<file path="src/rtl/regfile_wb_arbiter.sv">
// Three-requester register-file write-back arbiter: up to two non-zero writes per cycle
// onto ports a/b with round-robin priority, plus free acceptance of writes to x0.
module regfile_wb_arbiter #(
  parameter int XLEN = 32
) (
  input  logic            clk_i,
  input  logic            resetb_i,
  input  logic            clk_en_i,
  input  logic            req_0_valid_i,
  input  logic [4:0]      req_0_addr_i,
  input  logic [XLEN-1:0] req_0_data_i,
  output logic            req_0_ready_o,
  input  logic            req_1_valid_i,
  input  logic [4:0]      req_1_addr_i,
  input  logic [XLEN-1:0] req_1_data_i,
  output logic            req_1_ready_o,
  input  logic            req_2_valid_i,
  input  logic [4:0]      req_2_addr_i,
  input  logic [XLEN-1:0] req_2_data_i,
  output logic            req_2_ready_o,
  output logic            wreg_a_wr_o,
  output logic [4:0]      wreg_a_addr_o,
  output logic [XLEN-1:0] wreg_a_data_o,
  output logic            wreg_b_wr_o,
  output logic [4:0]      wreg_b_addr_o,
  output logic [XLEN-1:0] wreg_b_data_o,
  output logic [1:0]      rr_ptr_o
);

  localparam int NREQ = 3;

  logic [NREQ-1:0] req_valid;
  logic [4:0]      req_addr [NREQ];
  logic [XLEN-1:0] req_data [NREQ];

  assign req_valid   = {req_2_valid_i, req_1_valid_i, req_0_valid_i};
  assign req_addr[0] = req_0_addr_i;
  assign req_addr[1] = req_1_addr_i;
  assign req_addr[2] = req_2_addr_i;
  assign req_data[0] = req_0_data_i;
  assign req_data[1] = req_1_data_i;
  assign req_data[2] = req_2_data_i;

  function automatic logic [1:0] mod3(input logic [2:0] v);
    case (v)
      3'd0:    return 2'd0;
      3'd1:    return 2'd1;
      3'd2:    return 2'd2;
      3'd3:    return 2'd0;
      3'd4:    return 2'd1;
      default: return 2'd0;
    endcase
  endfunction

  logic [1:0]      rr_ptr_p1;
  logic [1:0]      head_p0;
  logic [1:0]      idx_p0;
  logic [1:0]      last_idx_p0;
  logic [NREQ-1:0] ready_p0;
  logic            vld_a_p0, vld_b_p0;
  logic [4:0]      addr_a_p0, addr_b_p0;
  logic [XLEN-1:0] data_a_p0, data_b_p0;

  // p0: combinational priority scan; a fault value of 3 in the pointer is treated as 0
  always_comb begin
    head_p0     = (rr_ptr_p1 == 2'd3) ? 2'd0 : rr_ptr_p1;
    idx_p0      = 2'd0;
    last_idx_p0 = head_p0;
    ready_p0    = '0;
    vld_a_p0    = 1'b0;
    vld_b_p0    = 1'b0;
    addr_a_p0   = '0;
    addr_b_p0   = '0;
    data_a_p0   = '0;
    data_b_p0   = '0;
    for (int k = 0; k < NREQ; k++) begin
      idx_p0 = mod3({1'b0, head_p0} + 3'(k));
      if (resetb_i && clk_en_i && req_valid[idx_p0]) begin
        if (req_addr[idx_p0] == 5'd0) begin
          ready_p0[idx_p0] = 1'b1;
        end else if (!vld_a_p0) begin
          ready_p0[idx_p0] = 1'b1;
          vld_a_p0         = 1'b1;
          addr_a_p0        = req_addr[idx_p0];
          data_a_p0        = req_data[idx_p0];
          last_idx_p0      = idx_p0;
        end else if (!vld_b_p0 && (req_addr[idx_p0] != addr_a_p0)) begin
          ready_p0[idx_p0] = 1'b1;
          vld_b_p0         = 1'b1;
          addr_b_p0        = req_addr[idx_p0];
          data_b_p0        = req_data[idx_p0];
          last_idx_p0      = idx_p0;
        end
      end
    end
  end

  assign req_0_ready_o = ready_p0[0];
  assign req_1_ready_o = ready_p0[1];
  assign req_2_ready_o = ready_p0[2];

  logic            vld_a_p1, vld_b_p1;
  logic [4:0]      addr_a_p1, addr_b_p1;
  logic [XLEN-1:0] data_a_p1, data_b_p1;

  // p1: registered write-back ports and round-robin pointer
  always_ff @(posedge clk_i or negedge resetb_i) begin
    if (!resetb_i) begin
      vld_a_p1  <= 1'b0;
      vld_b_p1  <= 1'b0;
      addr_a_p1 <= '0;
      addr_b_p1 <= '0;
      data_a_p1 <= '0;
      data_b_p1 <= '0;
      rr_ptr_p1 <= 2'd0;
    end else if (clk_en_i) begin
      vld_a_p1 <= vld_a_p0;
      vld_b_p1 <= vld_b_p0;
      if (vld_a_p0) begin
        addr_a_p1 <= addr_a_p0;
        data_a_p1 <= data_a_p0;
        rr_ptr_p1 <= mod3({1'b0, last_idx_p0} + 3'd1);
      end
      if (vld_b_p0) begin
        addr_b_p1 <= addr_b_p0;
        data_b_p1 <= data_b_p0;
      end
    end
  end

  assign wreg_a_wr_o   = vld_a_p1;
  assign wreg_a_addr_o = addr_a_p1;
  assign wreg_a_data_o = data_a_p1;
  assign wreg_b_wr_o   = vld_b_p1;
  assign wreg_b_addr_o = addr_b_p1;
  assign wreg_b_data_o = data_b_p1;
  assign rr_ptr_o      = rr_ptr_p1;

endmodule

</file>
<file path="config.mk">
export PLATFORM = sky130hd
export DESIGN_NAME = regfile_wb_arbiter
export DESIGN_NICKNAME = d
export VERILOG_FILES = /design/src/rtl/regfile_wb_arbiter.sv
export SDC_FILE = /design/constraint.sdc
export NUM_CORES = 1
export LEC_CHECK = 0
export ABC_AREA = 1
export BUFFER_PORTS_ARGS = -buffer_cell sky130_fd_sc_hd__buf_4
export CORE_ASPECT_RATIO = 0.7
export CORE_MARGIN = 2
export CORE_UTILIZATION = 35
export DETAILED_ROUTE_END_ITERATION = 7
export GPL_ROUTABILITY_DRIVEN = 0
export MAX_ROUTING_LAYER = met4
export SKIP_LAST_GASP = 1
export SYNTH_ARGS = -nofsm -noshare
export SYNTH_HDL_FRONTEND = slang
export SYNTH_SLANG_ARGS = --single-unit
</file>
<file path="constraint.sdc">
create_clock -name clk_i -period 2.87 [get_ports clk_i]
set_input_delay 0.4305 -clock clk_i [delete_from_list [all_inputs] [get_ports clk_i]]
set_output_delay 0.4305 -clock clk_i [all_outputs]
set_load 0.005 [all_outputs]
</file>
## Word-level counts from Yosys, hierarchy flattened

Cells that the tools add are included.

| word-level totals | value |
|---|---|
| register bits | 78 |
| output and inout bits | 81 |
| logic and storage cells | 155 |

| operators by class | value |
|---|---|
| $add $sub $neg | 3 |
| magnitude comparators | 9 |
| eq/ne operators | 14 |
| mux-type cells | 100 |
| bitwise operators | 5 |
| reductions and logical operators | 17 |

Operators by type and width:

| kind | count |
|---|---|
| 32-bit two-way mux | 22 |
| 32-bit binary-select mux with 2-bit select | 3 |
| 5-bit two-way mux | 22 |
| 5-bit binary-select mux with 2-bit select | 3 |
| 3-bit two-way mux | 9 |
| 2-bit two-way mux | 11 |
| 1-bit two-way mux | 20 |
| 2-bit case mux with 2 select lines | 4 |
| 5-bit logical NOT | 3 |
| 5-bit != test | 2 |
| 3-bit by 1-bit equality test with 1-bit output, second input constant | 3 |
| 3-bit by 2-bit equality test with 1-bit output, second input constant | 3 |
| 3-bit equality test, second input constant | 3 |
| 3-bit >= comparator, second input constant | 3 |
| 2-bit by 3-bit < comparator with 1-bit output, second input constant | 3 |
| 2-bit inverter with 3-bit output | 3 |
| 1-bit logical AND | 8 |
| 2-bit by 1-bit adder with 3-bit output, second input constant | 2 |
| 1-bit binary-select mux with 2-bit select | 3 |
| 1-bit demux with 2-bit select | 3 |
| 2-bit by 1-bit >= comparator with 1-bit output, second input constant | 3 |
| 3-bit bitwise OR | 2 |
| 2-bit OR reduction | 3 |
| 2-bit equality test, second input constant | 2 |
| other kinds (4) | 5 |

## Logic depth before layout (Yosys ltp)

| depth | value |
|---|---|
| depth in word-level cells | 26 |
| mapped depth | 25 |
| gate-level depth less buffers | 23 |

## Worst setup path after synthesis

Ideal clock, no wire load.

| path | value |
|---|---|
| path type | register to register |
| start point | register rr_ptr_p1[0], in the netlist rr_ptr_o[0] |
| end point | register rr_ptr_p1[0], in the netlist rr_ptr_o[0] |
| library setup time | 0.127 ns |
| arrival | 2.726 ns |
| required time | 2.743 ns |
| path slack | 0.017 ns |
| stages on the path, launching flop included | 23 |
| buffers on the path | 3 |
| period minus slack after synthesis | 2.853 ns |
| cell sequence | dfrtp_1 -> inv_1 -> ha_1 -> buf_4 -> nor2_4 -> buf_6 -> nand2_1 -> a21oi_2 -> buf_4 -> nand3_1 -> nand2_1 -> nand2_1 -> nand2_1 -> nand2_1 -> nor2_2 -> nand2_2 -> nand2_2 -> nand2_1 -> nand3_1 -> nand2_1 -> ha_1 -> nand2_1 -> o21ai_0 |

| between the ends | value |
|---|---|
| word-level cells in the longest chain between the ends | 26 |

Ends and longest elaborated chain:

| item | RTL line | RTL |
|---|---|---|
| start: declaration | 55 | `logic [1:0] rr_ptr_p1;` |
| start signal: assignment | 122 | `rr_ptr_p1 <= mod3({1'b0, last_idx_p0} + 3'd1);` |
| 2-bit equality test | 66 | `head_p0 = (rr_ptr_p1 == 2'd3) ? 2'd0 : rr_ptr_p1;` |
| 2-bit two-way mux (*) | 66 |  |
| branches (longest 24 deep; another with 2-bit by 1-bit adder with 3-bit output) | -- |  |

Every way passes the cells marked *. The select of a mux whose other input is x is not followed.
A chain may end at the register's enable or synchronous reset.

## Worst setup path in the final report

| path | value |
|---|---|
| start point | register rr_ptr_p1[0], in the netlist rr_ptr_o[0] |
| end point | output port req_1_ready_o |

| between the ends | value |
|---|---|
| word-level cells in the longest chain between the ends | 22 |

Ends and longest elaborated chain:

| item | RTL line | RTL |
|---|---|---|
| 2-bit equality test | 66 |  |
| 2-bit two-way mux (*) | 66 |  |
| branches (longest 19 deep; another with 2-bit by 1-bit adder with 3-bit output) | -- |  |
| 3-bit two-way mux (*) | 78 | `if (resetb_i && clk_en_i && req_valid[idx_p0]) begin` |
| end: declaration | 16 | `output logic req_1_ready_o,` |

Marks and branches as above.

==> run summary <==
startpoint types: register
worst-path maximum fanout: 6
Adder-Cell Fraction of Synth Area: 0.8927%
status: finished with violations
Finished Layout Cells: 1693
Simple-Gate Fraction of Synth Area: 30.66%
EDFF count, synth: 0
dpl ws: -0.4451 ns
Hold Slack: 0.1029 ns
relative slew slack: 53.95%
die area: 21190 µm²
number of setup violations in the final report: 75
Core Area: 19750 µm²
multiplexer share of the synthesized area: 1.714%
share of layout cells above drive strength 1: 34.57%
xor and xnor area share after synthesis: 0.2500%
drt pass-1 iters: 8
first-pass GRT wire length: 47410 µm
largest net degree at the start of global routing: 65
failing checks: design-rule violations, negative setup slack
Via Count: 9318
CTS Buffer Depth: 2
number of I/O port buffers: 197
clock share of power: 9.7%
clock skew: 0.007433 ns
Initial Util: 35.49%
CTS tree: built
RSZ-0062 raised after global routing: yes
sequential share of power: 15.0%
VDD IR-drop max: 0.7856 mV
area of the multi-input gates: 4607 µm²
final setup margin: -0.5513 ns
Die Width: 173.1 µm
P_sw: 6.369 mW
Num Clock Sinks: 78
# DRC: 18
Pleak: 5.361 nW
Clock Latency Late Sink: 0.35 ns
CTS Buf Count: 9
prevailing post-synth register cell: dfrtp_1
Pwr Density: 1192 nW/µm²
Int Pwr: 6.344 mW
CTS root buf: clkbuf_16
f_max: 292.3 MHz
synthesized cell area: 7008 µm²
register area: 1953 µm²
Die Y: 122.4 µm
via/cell ratio: 5.504
Yosys cell types: 39
syn_nets: 1252
Top Ports: 198
Ys Warns: 0
placed cells: 1618
H-tree levels: 3
Tot GR Track Use: 29.22%
share of flip-flops with an asynchronous set or reset: 100.0%
clock transition at the registers of the reported paths: 0.07 ns
dominant combinational cell family by area after synthesis: simple AND/OR/NAND/NOR gates
fill cell count: 1859
Combinational Power Share: 75.3%
Worst Max-Slew Pin Slew: 0.6908 ns
Worst EP arrival: 2.99 ns
First DRT Iteration DRCs: 1101
crit path time final: 3.421 ns
cell row count: 43
initial antenna violation count: 0
synthesized area per cell: 6.202 µm²
Hold Violations, Final: 0
per-cell routed wire length: 18.66 µm
Synth Area in Compound Gates: 25.83%
Syn Inst Count: 1130
nets: 1540
hold_buf cts: 0
fin crit share: 119.2%
kind of critical path: reg -> out
GRT Residual Overflow: 0
post-route ant nets: 0
setup_tns: -17.02 ns
Slew Viols, Final: 0
hold crit path type: in -> async
Area Growth Syn to Fin: 52.22%
placed wire-length estimate: 21170 µm
max_cap viols: 0
vias in the first global route: 8811
share of the yosys chip area belonging to registers: 27.85%
Layout Utilization: 54.03%
Yosys reg bits: 78
worst path required time: 2.44 ns
Sw Ratio: 50.10%
ant diodes: 0
critical path endpoint category: primary output
final wirelength: 31600 µm
## cells by family (layout without fill, tap and decap cells)
family / after synthesis / count (layout)
AND/OR/NAND/NOR: 520 / 520
AO/OA/AOI/OAI: 307 / 307
buffers and inverters: 206 / 499
flip-flops: 78 / 78
multiplexers: 12 / 12
adder cells (fa/ha/maj): 5 / 5
XOR/XNOR: 2 / 2
## Yosys cell counts, drive strengths merged, types with 19 or more instances
cell / number / area share, %
nand2: 301 / 17
nor2: 148 / 8.4
inv: 126 / 6.7
o21ai: 119 / 8.6
dfrtp: 78 / 28
o22ai: 77 / 6.9
nand3: 50 / 3.8
clkbuf: 43 / 2.3
a21oi: 41 / 3.0
buf: 37 / 3.7
o21bai: 21 / 2.3
nand4: 19 / 1.7
## registers in the layout, summed over array words and instances (netlist names)
register	cells
wreg_b_wr_o	1
wreg_b_data_o	32
wreg_b_addr_o	5
wreg_a_addr_o	5
wreg_a_wr_o	1
rr_ptr_o	2
wreg_a_data_o	32
## timing repair
| item | 4_1_cts | 5_1_grt |
|---|---|---|
| gates cloned | 1 | 7 |
| setup buffers | 32 | 20 |
| gates resized for setup | 35 | 110 |
| setup endpoints to repair | 62 | 81 |
| pin swaps | 20 | 43 |
## metal layers
layer,routed length (µm),GRT usage [%]
met5,0,-
met4,618,8.263
met3,3144,6.258
met2,13320,41.20
met1,14520,41.86
## power by group through the flow
| stage | Combinational [mW] | Clock [mW] | Sequential, mW |
|---|---|---|---|
| after floorplan | 4.53 | 0 | 1.88 |
| after global placement | 7.75 | 0 | 1.92 |
| after detailed placement | 7.80 | 0 | 1.92 |
| after CTS | 8.29 | 1.25 | 1.91 |
| after global routing | 10.3 | 1.29 | 1.97 |
| final | 9.57 | 1.23 | 1.91 |
## cell usage in the layout, fill, tap and decap left out, types with 10 or more instances in the layout
cell,netlist,layout
buf_4,10,325
nand2_1,287,251
nor2_1,143,138
inv_1,114,110
o21ai_0,112,100
o22ai_1,77,77
dfrtp_1,78,77
nand2_2,14,39
a21oi_1,40,39
nand3_1,47,32
nand4_1,19,19
o21bai_1,20,19
a211oi_1,17,16
a31oi_1,17,16
clkbuf_16,0,15
buf_6,7,14
nand3_2,3,13
mux2i_1,12,12
o21ai_1,6,11
inv_2,12,10
nand2_4,0,10
## final timing paths
path                              startpoint           endpoint  slack (ns)  cells past startpoint
setup / recovery                 rr_ptr_o[0]      req_1_ready_o       -0.55                     18
hold / removal                      resetb_i  wreg_a_data_o[12]        0.10                      2
setup reg to reg                 rr_ptr_o[0]   wreg_a_addr_o[2]       -0.40                     22
hold reg to reg            wreg_b_data_o[28]  wreg_b_data_o[28]        0.49                      2
max in group asynchronous           resetb_i  wreg_b_data_o[29]        1.75                      3
min in group clk_i                  clk_en_i        wreg_b_wr_o        0.27                      2
## area by class of cell
class,instances,area share [%]
inverters,126,4.645
repair buffers,356,27.80
flip-flops and latches,78,18.31
clock buffers,9,2.111
clock inverters,7,0.7272
repair inverters,1,0.05864
well taps,270,3.167
multi-input cells,846,43.19
## stage by stage
step | cell area [µm²] | power, mW
after floorplan | 7008 | 6.415
after global placement | 9244 | 9.669
after detailed placement | 9244 | 9.718
after CTS | 9942 | 11.45
after global routing | 10670 | 13.60
final | 10670 | 12.71
## worst max-delay path: stages, from the launching register on
cell and delay (ns):
dfrtp_1 0.41, buf_6 0.13, ha_4 0.21, inv_8 0.08, buf_4 0.11, nand2_1 0.06, nand3_2 0.07, nand3_2 0.08
buf_6 0.14, inv_4 0.09, nand3_2 0.13, nand2_1 0.11, nand2_1 0.06, nor2_1 0.18, nand4_1 0.17, buf_4 0.19
a32oi_2 0.22, nand2_2 0.08, buf_4 0.14
(Power assumes the default switching activity.)
